--- config.mk ---
export PLATFORM = sky130hd
export DESIGN_NAME = button_event_detector
export DESIGN_NICKNAME = d
export VERILOG_FILES = /design/src/rtl/button_event_detector.sv
export SDC_FILE = /design/constraint.sdc
export NUM_CORES = 1
export LEC_CHECK = 0
export CAP_MARGIN = 20
export CORE_ASPECT_RATIO = 1.75
export CORE_MARGIN = 2
export CORE_UTILIZATION = 32
export CTS_BUF_LIST = sky130_fd_sc_hd__clkbuf_4 sky130_fd_sc_hd__clkbuf_8
export DETAILED_ROUTE_END_ITERATION = 16
export GPL_TIMING_DRIVEN = 0
export PLACE_DENSITY_LB_ADDON = 0.1
export SLEW_MARGIN = 20
export SYNTH_ARGS = -nofsm -noshare
export SYNTH_HDL_FRONTEND = slang
export SYNTH_SLANG_ARGS = --single-unit
--- constraint.sdc ---
create_clock -name clock -period 2.1 [get_ports clock]
set_clock_uncertainty 0.05 [all_clocks]
set_input_delay 0.42 -clock clock [delete_from_list [all_inputs] [get_ports clock]]
set_output_delay 0.42 -clock clock [all_outputs]
set_load 0.1 [all_outputs]
--- src/rtl/button_event_detector.sv ---
// button_event_detector: turns a debounced button level into press, release,
// short, long and auto-repeat single-clock events, advancing only on enable ticks.
module button_event_detector #(
   parameter logic ACTIVE_LEVEL     = 1'b1,
   parameter int   LONG_PRESS_TICKS = 512,
   parameter int   REPEAT_TICKS     = 128
) (
   input  logic clock,
   input  logic reset,
   input  logic enable,
   input  logic data_i,
   output logic pressed_o,
   output logic press_o,
   output logic release_o,
   output logic short_o,
   output logic long_o,
   output logic repeat_o
);
   localparam int MAXT = LONG_PRESS_TICKS > REPEAT_TICKS ? LONG_PRESS_TICKS : REPEAT_TICKS;
   localparam int CW = MAXT > 1 ? $clog2(MAXT) : 1;
   localparam logic [CW-1:0] LAST_LONG = CW'(LONG_PRESS_TICKS - 1);
   localparam logic [CW-1:0] LAST_REP = REPEAT_TICKS == 0 ? '0 : CW'(REPEAT_TICKS - 1);
   typedef enum logic [1:0] {IDLE, PRESSED, HELD} state_t;
   state_t state, state_n;
   logic [CW-1:0] cnt, cnt_n;
   logic p, press_n, release_n, short_n, long_n, repeat_n;
   assign p = data_i == ACTIVE_LEVEL;
   always_comb begin
      state_n   = state;
      cnt_n     = cnt;
      press_n   = 1'b0;
      release_n = 1'b0;
      short_n   = 1'b0;
      long_n    = 1'b0;
      repeat_n  = 1'b0;
      if (enable) begin
         case (state)
            IDLE: if (p) begin
               state_n = PRESSED;
               cnt_n   = '0;
               press_n = 1'b1;
            end
            PRESSED: if (!p) begin
               state_n   = IDLE;
               cnt_n     = '0;
               release_n = 1'b1;
               short_n   = 1'b1;
            end else if (cnt == LAST_LONG) begin
               state_n = HELD;
               cnt_n   = '0;
               long_n  = 1'b1;
            end else
               cnt_n = cnt + CW'(1);
            HELD: if (!p) begin
               state_n   = IDLE;
               cnt_n     = '0;
               release_n = 1'b1;
            end else if (REPEAT_TICKS != 0) begin
               // with repeat disabled the counter simply parks in HELD
               repeat_n = cnt == LAST_REP;
               cnt_n    = repeat_n ? '0 : cnt + CW'(1);
            end
            default: begin
               state_n = IDLE;
               cnt_n   = '0;
            end
         endcase
      end
   end
   always_ff @(posedge clock) begin
      if (reset) begin
         state     <= IDLE;
         cnt       <= '0;
         pressed_o <= 1'b0;
         press_o   <= 1'b0;
         release_o <= 1'b0;
         short_o   <= 1'b0;
         long_o    <= 1'b0;
         repeat_o  <= 1'b0;
      end else begin
         state     <= state_n;
         cnt       <= cnt_n;
         pressed_o <= state_n != IDLE;
         press_o   <= press_n;
         release_o <= release_n;
         short_o   <= short_n;
         long_o    <= long_n;
         repeat_o  <= repeat_n;
      end
   end
endmodule

==> qor.yml <==
synth-simple-area-share_pct: 26.5
slew_headroom_pct: 36.6
tns_ns: 0
status: "completed"
setup_viol: 0
final_area_um2: 1100
holdPathStages: 2
layout_commonest_cell: "dfxtp_1"
cts_made_buffers: 3
initial_core_util_pct: 33.8
ff2ff_path_depth: 9
cp_cell_sequence: "ha_4 -> nand2_4 -> nor2_4 -> and3_4 -> ha_4 -> nor2b_4 -> a2111o_1 -> a31oi_4 -> nor2_1"
synth_area_leaders: "dfxtp_1, ha_1, xor2_1, nor2_1, nand3_1"
required_ns: 2.19
syn-cell-area_um2: 853
synth-xor-area-share_pct: 6.16
clkPwrFrac_pct: 37.8
grt_pass1_vias: 752
p_leak_nw: 0.469
ant_nets: 0
antenna_found_initial: 0
r2r-start: "cnt[1]"
area_growth_pct: 29.3
cts.sinks: 17
drtPass1Iterations: 4
finalHoldViolCount: 0
startpoint_type: "flop"
synth_top_cell_area_share_pct: 39.9
postCtsHoldBufs: 0
cts_root_buf: "clkbuf_8"
die_height_um: 72.3
ys_seq_area_share_pct: 39.9
hp-start: "data_i"
critPathMaxStageDelay_ns: 0.44
wl_per_cell_um: 13.4
grt_setup_unrepaired: "yes"
grt_max_degree: 11
min_period_ns: 2.08
cts_tree: "built"
synth_fa_ha_area_share_pct: 8.80
p_int_uw: 506
ys_types: 29
dp.cells: 131
cpMaxStageDelayCell: "a2111o_1"
portBuffers: 8
clk_pin_slew_ns: 0.06
critPathMaxFanout: 7
synth_top_family_by_area: "simple AND/OR/NAND/NOR gates"
clock_latency_ns: 0.25
cpMostUsedCell: "ha_4"
placed_area_um2: 966
viasPerCell: 5.13
grt_use_total_pct: 13.7
grt_overflow: 0
rows: 24
wirelength_mm: 1.87
r2r-end: "cnt[4]"
finalNetCount: 124
dieArea_um2: 3110
gp_congestion: 0.772
layout_common_cells: "dfxtp_1, nor2_1, nand2_1"
cp-end-kind: "flop"
critPathKind: "reg2reg"
layout-drive-gt1-share_pct: 20.4
num_antenna_cells: 0
max-vdd-ir-drop_uv: 344
synthCells: 97
die_x_um: 43.0
tightest_slew_ns: 0.955
ioPinCount: 10
fill_cells: 271
arrival_ns: 2.17
maxCapViolations: 0
period_share_pct: 99.0
drt_iter0_drc: 11
synth_nets: 107
p_per_area_nw_per_um2: 620
htree_num_levels: 1
yosys-mux-area-fraction_pct: 0
dpl.hpwl_mm: 1.37
synth_area_leader_cell: "dfxtp_1"
syn_avg_cell_area_um2: 8.80
synth_compound_gate_area_share_pct: 14.7
clock_path_buffers: 2
drc: 0
fmax_mhz: 481
finalNonFillerCells: 139
combPwrFrac_pct: 13.7
p_switching_uw: 178
power_frac_seq_pct: 48.5
hold_class: "in2reg"
grt_first_pass_wirelength_mm: 3.17
switching_share_pct: 26.1
rrSetupSlack_ns: 0.02
synth_seq_cells: 17
hold_end: "short_o"
synth_warnings: 0
slew_viol_final: 0
num_vias: 713
core_um2: 2520
==> per-stage QoR <==
step	total power, mW	util, %	hold slack [ns]	setup WS [ns]
final	0.684	43.8	0.394	0.0207
after global routing	0.717	43.8	0.425	-0.0497
after CTS	0.689	40.7	0.389	0.00890
after detailed placement	0.430	38.3	0.421	-0.219
after global placement	0.430	38.3	0.426	-0.211
after floorplan	0.404	-	0.396	0.0914
==> flip-flops by register name, indices dropped and copies added, names as in the netlist <==
| register | count |
|---|---|
| release_o | 1 |
| press_o | 1 |
| state | 2 |
| pressed_o | 1 |
| cnt | 9 |
| short_o | 1 |
| repeat_o | 1 |
| long_o | 1 |
==> synth_stat cells <==
cell / number
a2111o_1: 1
a21oi_1: 3
a21oi_2: 1
a221o_1: 1
a31oi_1: 2
a31oi_4: 1
and2_1: 1
and3_1: 4
buf_2: 3
dfxtp_1: 17
ha_1: 6
inv_1: 5
nand2_1: 9
nand2b_1: 1
nand3_1: 7
nand3b_1: 1
nand4_1: 2
nand4bb_1: 1
nor2_1: 12
nor2b_1: 1
nor3_1: 1
nor4bb_1: 2
o2111ai_1: 1
o211a_1: 1
o21ai_0: 4
o21bai_1: 1
or2_0: 1
or3_1: 1
xor2_1: 6
==> final cells by class <==
cell class	count	area, um^2	share of cell area (%)
Buffer	3	15.0	1.36
Clock buffer	4	48.8	4.42
Tap cell	26	32.5	2.95
Inverter	5	18.8	1.70
Sequential cell	17	348	31.5
Multi-Input combinational cell	72	538	48.8
Timing Repair Buffer	12	103	9.30
==> layer usage <==
| metal | vias up | global-route usage (%) | share of wire (%) |
|---|---|---|---|
| li1 | 369 | - | - |
| met1 | 326 | 13.0 | 39 |
| met2 | 11 | 25.8 | 55 |
| met3 | 7 | 2.99 | 2.7 |
| met4 | 0 | 8.08 | 3.1 |
| met5 | - | 0 | 0 |
==> worst max-delay path, delay by kind of cell, from the launching register on <==
kind / cells / cell delay [ns]
AOI/OAI and AO/OA: 2 / 0.76
and+or+nand+nor: 5 / 0.48
DFF: 1 / 0.36
adders and majority gates: 2 / 0.30
==> worst max path at each step <==
stage	from	endpoint	slack (ns)	depth (start not counted)
3_5_place_dp	cnt[0]	cnt[7]	-0.22	9
6_report	cnt[1]	cnt[4]	0.02	9
2_1_floorplan	cnt[0]	cnt[0]	0.09	9
3_3_place_gp	cnt[0]	cnt[7]	-0.21	9
4_1_cts	cnt[0]	cnt[7]	0.009	9
5_1_grt	cnt[1]	cnt[3]	-0.05	9
==> timing repair <==
item / CTS / global route
pin swaps: 3 / 10
setup buffers: 1 / 3
endpoints found under the setup margin: 13 / 7
resized for setup: 12 / 11
==> power groups by stage <==
stage          clock network, mW  logic, mW  registers (mW)
2_1_floorplan                  0     0.0431           0.361
3_3_place_gp                   0     0.0902           0.340
3_5_place_dp                   0     0.0900           0.340
4_1_cts                    0.268     0.0885           0.333
5_1_grt                    0.283      0.102           0.332
6_report                   0.258     0.0937           0.332
==> logic make-up after synthesis <==
kind of cell / count (synthesis)
AO/OA/AOI/OAI: 16
buffers and inverters: 8
XOR/XNOR: 6
flip-flops: 17
adder cells (fa/ha/maj): 6
AND/OR/NAND/NOR: 44
Note: power is estimated with default switching activity, not from simulation.
